--- src/rtl/alsu.sv ---
// Registered 3-bit arithmetic/logic/shift unit: one input register stage,
// then a registered 6-bit result and a 16-bit blink-on-error LED bank.
module alsu #(
  parameter INPUT_PRIORITY = "A",
  parameter FULL_ADDER     = "ON"
) (
  input  logic       clk,
  input  logic       rst,
  input  logic [2:0] A,
  input  logic [2:0] B,
  input  logic [2:0] opcode,
  input  logic       cin,
  input  logic       serial_in,
  input  logic       direction,
  input  logic       red_op_A,
  input  logic       red_op_B,
  input  logic       bypass_A,
  input  logic       bypass_B,
  output logic [5:0] out,
  output logic [15:0] leds
);

  localparam logic PRIO_A  = (INPUT_PRIORITY == "A");
  localparam logic USE_CIN = (FULL_ADDER == "ON");

  logic [2:0]  a_q, b_q, opcode_q;
  logic        cin_q, serial_in_q, direction_q;
  logic        red_op_a_q, red_op_b_q, bypass_a_q, bypass_b_q;
  logic [5:0]  out_q, out_d;
  logic [15:0] leds_q, leds_d;

  logic        invalid;
  logic        red_use_a;
  logic [2:0]  red_operand;
  logic [5:0]  sum;
  logic [5:0]  product;

  always_ff @(posedge clk) begin
    if (rst) begin
      a_q         <= '0;
      b_q         <= '0;
      opcode_q    <= '0;
      cin_q       <= 1'b0;
      serial_in_q <= 1'b0;
      direction_q <= 1'b0;
      red_op_a_q  <= 1'b0;
      red_op_b_q  <= 1'b0;
      bypass_a_q  <= 1'b0;
      bypass_b_q  <= 1'b0;
      out_q       <= '0;
      leds_q      <= '0;
    end else begin
      a_q         <= A;
      b_q         <= B;
      opcode_q    <= opcode;
      cin_q       <= cin;
      serial_in_q <= serial_in;
      direction_q <= direction;
      red_op_a_q  <= red_op_A;
      red_op_b_q  <= red_op_B;
      bypass_a_q  <= bypass_A;
      bypass_b_q  <= bypass_B;
      out_q       <= out_d;
      leds_q      <= leds_d;
    end
  end

  // Reduction flags are only meaningful for the AND/XOR opcodes (000, 001).
  assign invalid = (opcode_q[2:1] == 2'b11) ||
                   ((red_op_a_q || red_op_b_q) && (opcode_q[2:1] != 2'b00));

  assign red_use_a   = red_op_a_q && (!red_op_b_q || PRIO_A);
  assign red_operand = red_use_a ? a_q : b_q;
  assign sum         = {3'b000, a_q} + {3'b000, b_q} + {5'b00000, cin_q & USE_CIN};
  assign product     = {3'b000, a_q} * {3'b000, b_q};

  always_comb begin
    out_d  = out_q;
    leds_d = invalid ? ~leds_q : 16'h0000;
    if (bypass_a_q && bypass_b_q) begin
      out_d = {3'b000, PRIO_A ? a_q : b_q};
    end else if (bypass_a_q) begin
      out_d = {3'b000, a_q};
    end else if (bypass_b_q) begin
      out_d = {3'b000, b_q};
    end else if (invalid) begin
      out_d = '0;
    end else begin
      case (opcode_q)
        3'b000: out_d = (red_op_a_q || red_op_b_q) ? {5'b00000, &red_operand}
                                                    : {3'b000, a_q & b_q};
        3'b001: out_d = (red_op_a_q || red_op_b_q) ? {5'b00000, ^red_operand}
                                                    : {3'b000, a_q ^ b_q};
        3'b010: out_d = sum;
        3'b011: out_d = product;
        // Shift and rotate step the result register itself, one bit per cycle.
        3'b100: out_d = direction_q ? {out_q[4:0], serial_in_q}
                                    : {serial_in_q, out_q[5:1]};
        3'b101: out_d = direction_q ? {out_q[4:0], out_q[5]}
                                    : {out_q[0], out_q[5:1]};
        default: out_d = '0;
      endcase
    end
  end

  assign out  = out_q;
  assign leds = leds_q;

endmodule

--- config.mk ---
export PLATFORM = sky130hd
export DESIGN_NAME = alsu
export DESIGN_NICKNAME = d
export VERILOG_FILES = /design/src/rtl/alsu.sv
export SDC_FILE = /design/constraint.sdc
export NUM_CORES = 1
export LEC_CHECK = 0
export ABC_CLOCK_PERIOD_IN_PS = 2850
export CAP_MARGIN = 20
export CORE_ASPECT_RATIO = 0.5
export CORE_UTILIZATION = 30
export DETAILED_ROUTE_END_ITERATION = 16
export REMOVE_ABC_BUFFERS = 1
export SETUP_SLACK_MARGIN = 0.15
export SLEW_MARGIN = 15
export SYNTH_ARGS = -nofsm -noshare
export SYNTH_HDL_FRONTEND = slang
export SYNTH_SLANG_ARGS = --single-unit
--- constraint.sdc ---
create_clock -name clk -period 2.85 [get_ports clk]
set_input_delay 0.7125 -clock clk [delete_from_list [all_inputs] [get_ports clk]]
set_output_delay 0.7125 -clock clk [all_outputs]
set_load 0.01 [all_outputs]
==> results of run 1 <==
registers in the layout, indices dropped and copies added, names as in the netlist, 3 cells and up:
register and cells:
leds 16, out 6, b_q 3, opcode_q 3, a_q 3
critical path, stage by stage (launching register included):
cell     delay [ns]
dfxtp_1        0.43
ha_1           0.23
inv_1          0.07
fa_1           0.53
inv_1          0.04
ha_1           0.22
fa_1           0.48
nor2b_1        0.05
o32a_1         0.28
nor2_1         0.08
layer usage:
layer / vias to the layer above / share of wire (%) / GRT usage, % / wire length (um)
met4: 0 / 1.1 / 5.79 / 40
met3: 2 / 3.9 / 4.13 / 138
met2: 23 / 45 / 21.5 / 1580
met5: - / 0 / 0 / 0
li1: 657 / - / - / -
met1: 580 / 50 / 17.2 / 1790
power groups by stage:
stage / sequential (mW) / clock [mW] / combinational [mW]
floorplan: 0.603 / 0 / 0.0766
global placement: 0.602 / 0 / 0.157
detailed placement: 0.603 / 0 / 0.159
CTS: 0.592 / 0.728 / 0.160
global route: 0.597 / 0.759 / 0.175
finish: 0.592 / 0.711 / 0.158
final cells by class:
type	count	area share, %
Clock buffer	5	5.33
Clock inverter	3	2.93
Inverter	5	0.800
Multi-Input combinational cell	119	37.8
Sequential cell	38	32.4
Tap cell	70	3.73
Timing Repair Buffer	40	17.0
cells in the mapped netlist, types with 2 or more instances:
| cell | n | share of area [%] |
|---|---|---|
| a211oi_1 | 2 | 0.88 |
| a21o_1 | 3 | 1.3 |
| ha_1 | 9 | 6.6 |
| nand2_1 | 7 | 1.5 |
| xnor2_1 | 3 | 1.5 |
| dfxtp_1 | 38 | 45 |
| and2_1 | 4 | 1.5 |
| nand2b_1 | 2 | 0.74 |
| nor2b_1 | 18 | 6.6 |
| o21ai_0 | 3 | 0.88 |
| a21oi_1 | 6 | 1.8 |
| clkbuf_1 | 2 | 0.44 |
| mux2i_1 | 10 | 5.9 |
| buf_2 | 2 | 0.59 |
| o22a_1 | 2 | 1.0 |
| nor2_1 | 25 | 5.5 |
| inv_1 | 5 | 1.1 |
| fa_1 | 4 | 4.7 |
| mux2_2 | 2 | 1.3 |
| o22ai_2 | 2 | 1.5 |
per-stage QoR:
stage          hold WS [ns]  power, mW  util, %
3_5_place_dp          0.404      0.762     41.6
4_1_cts               0.413       1.48     45.3
2_1_floorplan         0.443      0.680        -
3_3_place_gp          0.401      0.759     41.6
6_report              0.408       1.46     45.3
5_1_grt               0.425       1.53     45.3
kinds of logic (layout without fill, tap and decap cells):
family / Yosys count / after routing / share of synthesized area (%)
AND/OR/NAND/NOR: 60 / 60 / 18.1
XOR/XNOR: 4 / 4 / 2.06
flip-flops: 38 / 38 / 44.7
adder cells (fa/ha/maj): 13 / 13 / 11.3
buffers and inverters: 11 / 53 / 3.02
AO/OA/AOI/OAI: 29 / 29 / 12.9
multiplexers: 13 / 13 / 7.87
cell usage in the layout, fill, tap and decap left out:
| cell type | count |
|---|---|
| a2111oi_0 | 1 |
| a211o_1 | 1 |
| a211oi_1 | 2 |
| a21o_1 | 3 |
| a21oi_1 | 6 |
| a221o_1 | 1 |
| a221oi_2 | 1 |
| a31oi_1 | 1 |
| and2_1 | 4 |
| buf_4 | 1 |
| bufinv_16 | 2 |
| clkbuf_16 | 5 |
| clkdlybuf4s50_1 | 39 |
| clkinv_4 | 1 |
| dfxtp_1 | 38 |
| fa_1 | 4 |
| ha_1 | 9 |
| inv_1 | 5 |
| mux2_1 | 1 |
| mux2_2 | 2 |
| mux2i_1 | 10 |
| nand2_1 | 7 |
| nand2b_1 | 2 |
| nand3b_1 | 1 |
| nor2_1 | 25 |
| nor2b_1 | 18 |
| nor3b_1 | 1 |
| o21ai_0 | 3 |
| o21ai_1 | 1 |
| o21bai_1 | 1 |
| o22a_1 | 2 |
| o22ai_1 | 1 |
| o22ai_2 | 2 |
| o311ai_0 | 1 |
| o31ai_1 | 1 |
| o32a_1 | 1 |
| or3_4 | 1 |
| or4_4 | 1 |
| xnor2_1 | 3 |
| xor2_1 | 1 |
final timing paths:
| kind | end | depth (start not counted) | slack, ns | from |
|---|---|---|---|---|
| worst max-delay path | out[3]$_SDFF_PP0_ | 9 | 0.38 | a_q[1]$_SDFF_PP0_ |
| worst min-delay path | leds[0]$_SDFF_PP0_ | 1 | 0.41 | leds[0]$_SDFF_PP0_ |
| worst max register to register | out[3]$_SDFF_PP0_ | 9 | 0.38 | a_q[1]$_SDFF_PP0_ |
| worst min register to register | leds[0]$_SDFF_PP0_ | 1 | 0.41 | leds[0]$_SDFF_PP0_ |
==> impl_metrics.ini, run 1 <==
[status]
status = completed

[timing]
slew_headroom_pct = 61.4
fin_ws_ns = 0.381
hold_viol = 0
finalSetupViolCount = 0
fmaxAchievable_mhz = 405
tightestPinTransition_ns = 0.579
fin_crit_sh_pct = 86.6
tns_ns = 0
rsz0062_at_grt = false
slew_viol_final = 0
period_minus_slack_ns = 2.47
finClkSkew_ns = 0.00395

[yosys]
synth_flop_cell = dfxtp_1
syn_avg_cell_area_um2 = 10.1
netlist_area_mm2 = 0.00170
async_reset_ff_share_pct = 0
synthCells = 168
ys_seq_area_share_pct = 44.7
synth_cell_type_count = 39
synth-edff-count = 0
ys_ff_latch = 38
synth_warnings = 0

[power]
p_per_area_mw_per_mm2 = 623
power_leakage_nw = 0.964
pwr-share-comb_pct = 10.8
power_frac_seq_pct = 40.5
p_sw_mw = 0.305
p_int_mw = 1.16
p_sw_share_pct = 20.9
pwr-share-clk_pct = 48.7
irDropWorstVdd_mv = 0.324

[critical_path]
critical_path.max_fanout = 6
crit_path_end_kind = flip-flop
worstSetupPathType = reg2reg
worstPathArrival_ns = 2.68
cp-start-kind = flip-flop
required_ns = 3.06

[final_layout]
syn_to_final_growth_pct = 38.0
stdcell_area_mm2 = 0.00235
antenna_cells = 0
regArea_um2 = 761
fill_cells = 484
instances_no_fill = 280
nets = 240
drive_above_1_share_pct = 7.62
multi_input_area_um2 = 888

[min_path]
min-delay-path-class = reg2reg

[placement]
dp_cells = 272
gp_congestion = 0.761
port_buffers = 39
dp_slack_ns = 0.393
hpwlAfterDp_um = 2680
dpl-instance-area_mm2 = 0.00215

[die]
pin_count = 40
design.die.area_mm2 = 0.00599
fp.coreArea_mm2 = 0.00518
die_y_um = 55.2
num_rows = 18
start_util_pct = 32.8
die_w_um = 108

[cts]
root_buffer = clkbuf_16
cts_made_buffers = 5
clkSlewWorstSetupHoldPaths_ns = 0.06
clock_sinks = 38
ctsResizeCount = 0
cts_buffer_depth = 2
clock_latency_ns = 0.27
postCtsHoldBufs = 0
cts.htree.levels = 2
cts_tree = built
cts_setup_buffers = 0

[detailed_routing]
ant_nets = 0
first_iter_violations = 36
drc = 0
wl_per_cell_um = 12.7
vias = 1262
avgViaCountPerCell = 4.51
wl_um = 3550
drtPass1Iterations = 4

[grt]
grt_pass1_wl_um = 6290
grt_usage_pct = 13.6
grt_max_degree = 17
antenna_found_initial = 0
gr-total-overflow = 0
grt_pass1_vias = 1354

[flow_run]
cap_violations = 0
(Power assumes the default switching activity.)
==> inputs of run 2 (changes only) <==
- ABC_CLOCK_PERIOD_IN_PS: 2850 -> 2100
- clock period: 2.85 -> 2.1 ns (I/O delays scaled with it)
==> impl_metrics.ini, run 2 (synthesis results as in run 1) <==
[timing]
slew_viol_final = 0
tightestPinTransition_ns = 0.611
rsz0062_at_grt = true
hold_viol = 0
finalSetupViolCount = 2
period_minus_slack_ns = 2.27
fin_crit_sh_pct = 108
slew_headroom_pct = 59.2
finClkSkew_ns = 0.00266
fin_ws_ns = -0.165
fmaxAchievable_mhz = 441
tns_ns = -0.204

[critical_path]
crit_buf_inv = 2
crit_path_end_kind = flip-flop
worstSetupPathType = reg2reg
path_common_cell = fa_1
critPathTopFamily = adder cells
worstPathArrival_ns = 2.48
critical_path.max_fanout = 2
required_ns = 2.31
cp-start-kind = flip-flop
worstPathCellList = ha_4 > inv_2 > fa_1 > inv_1 > ha_2 > fa_1 > nor2b_1 > o32a_1 > nor2_1
cp_slowest_cell = fa_1
critPathMaxStageDelay_ns = 0.51

[final_layout]
syn_to_final_growth_pct = 44.9
fill_cells = 489
antenna_cells = 0
nets = 251
final_common_cell = clkdlybuf4s50_1
drive_above_1_share_pct = 16.3
instances_no_fill = 291
final_cell_mix = 39 x clkdlybuf4s50_1, 34 x dfxtp_1, 25 x nor2_1
largest_reg_flops = 16

[power]
p_per_area_mw_per_mm2 = 817
pwr-share-comb_pct = 12.2
p_sw_share_pct = 21.2
irDropWorstVdd_mv = 0.507
p_sw_mw = 0.427
p_int_mw = 1.59
power_frac_seq_pct = 39.5
power_leakage_nw = 1.02
pwr-share-clk_pct = 48.3

[cts]
cts_made_buffers = 5
cts_buffer_depth = 2
root_buffer = clkbuf_16
clock_latency_ns = 0.28
cts.htree.levels = 2
clkSlewWorstSetupHoldPaths_ns = 0.06
cts_tree = built
clock_sinks = 38

[die]
pin_count = 40
design.die.area_mm2 = 0.00599
fp.coreArea_mm2 = 0.00518
num_rows = 18
die_y_um = 55.2
die_w_um = 108
start_util_pct = 32.8

[detailed_routing]
drc = 0
wl_um = 3800
first_iter_violations = 55
wl_met3_um = 134
routed.top_layer = met4
dr_wl_met2_um = 1750
m1WireLength_um = 1900
ant_nets = 0
vias = 1324
wl_per_cell_um = 13.1
avgViaCountPerCell = 4.55
drtPass1Iterations = 4

[placement]
port_buffers = 39
dp_slack_ns = -0.237
dp_cells = 282
gp_congestion = 0.851
hpwlAfterDp_um = 2890

[grt]
grt_usage_pct = 14.5
gr-total-overflow = 0
grt_pass1_wl_um = 6820
antenna_found_initial = 0
grt_max_degree = 17
grt_pass1_vias = 1450

[status]
violations = setup timing
status = finished with violations

[min_path]
min-delay-path-class = reg2reg

[flow_run]
cap_violations = 0
-- run 2: worst register-to-register path, cell delays in order (launching register included) --
cell,delay [ns]
dfxtp_2,0.35
ha_4,0.14
inv_2,0.04
fa_1,0.51
inv_1,0.05
ha_2,0.19
fa_1,0.51
nor2b_1,0.05
o32a_1,0.28
nor2_1,0.08
-- run 2: final timing paths --
kind                       from            endpoint  slack, ns  cells past startpoint
max           b_q[1]$_SDFF_PP0_   out[3]$_SDFF_PP0_      -0.17                      9
min reg2reg  leds[0]$_SDFF_PP0_  leds[0]$_SDFF_PP0_       0.41                      1
min          leds[0]$_SDFF_PP0_  leds[0]$_SDFF_PP0_       0.41                      1
max reg2reg   b_q[1]$_SDFF_PP0_   out[3]$_SDFF_PP0_      -0.17                      9
-- run 2: routing by layer --
layer,track usage [%],up-vias
met4,4.05,0
li1,-,680
met3,3.78,2
met2,23.1,23
met5,0,-
met1,19.5,619
-- run 2: through the flow --
stage	hold WS [ns]	utilization (%)	instance area (um2)	power (mW)
CTS	0.411	47.1	2440	2.03
finish	0.408	47.6	2460	2.01
global route	0.418	47.6	2460	2.10
floorplan	0.443	-	1670	0.923
global placement	0.400	43.0	2230	1.04
detailed placement	0.400	43.0	2230	1.05
-- run 2: area by class of cell --
class                      count  area, um2  share of cell area [%]
clock buffer                   5        125                    5.08
timing repair buffer          51        488                    19.8
multi-input combinational    119        910                    36.9
clock inverter                 3       68.8                    2.79
tap                           70       87.6                    3.56
inverter                       5       18.8                   0.762
sequential                    38        766                    31.1
-- run 2: power groups by stage --
stage	Sequential, mW	Clock (mW)	Combinational (mW)
6_report	0.796	0.972	0.245
5_1_grt	0.802	1.03	0.269
4_1_cts	0.795	0.988	0.244
3_5_place_dp	0.809	0	0.240
3_3_place_gp	0.807	0	0.236
2_1_floorplan	0.819	0	0.104
-- run 2: repair_timing --
| action | 4_1_cts | 5_1_grt |
|---|---|---|
| buffers inserted | 0 | 1 |
| hold buffers | 0 | 0 |
| pin swaps | 5 | 6 |
| setup endpoints to repair | 5 | 5 |
| gates resized for setup | 7 | 5 |
==> inputs of run 3 (changes only) <==
- ABC_CLOCK_PERIOD_IN_PS: 2100 -> default
- CAP_MARGIN: 20 -> default
==> results of run 3 <==
Final layout, timing and power as in run 2 (identical DEF).
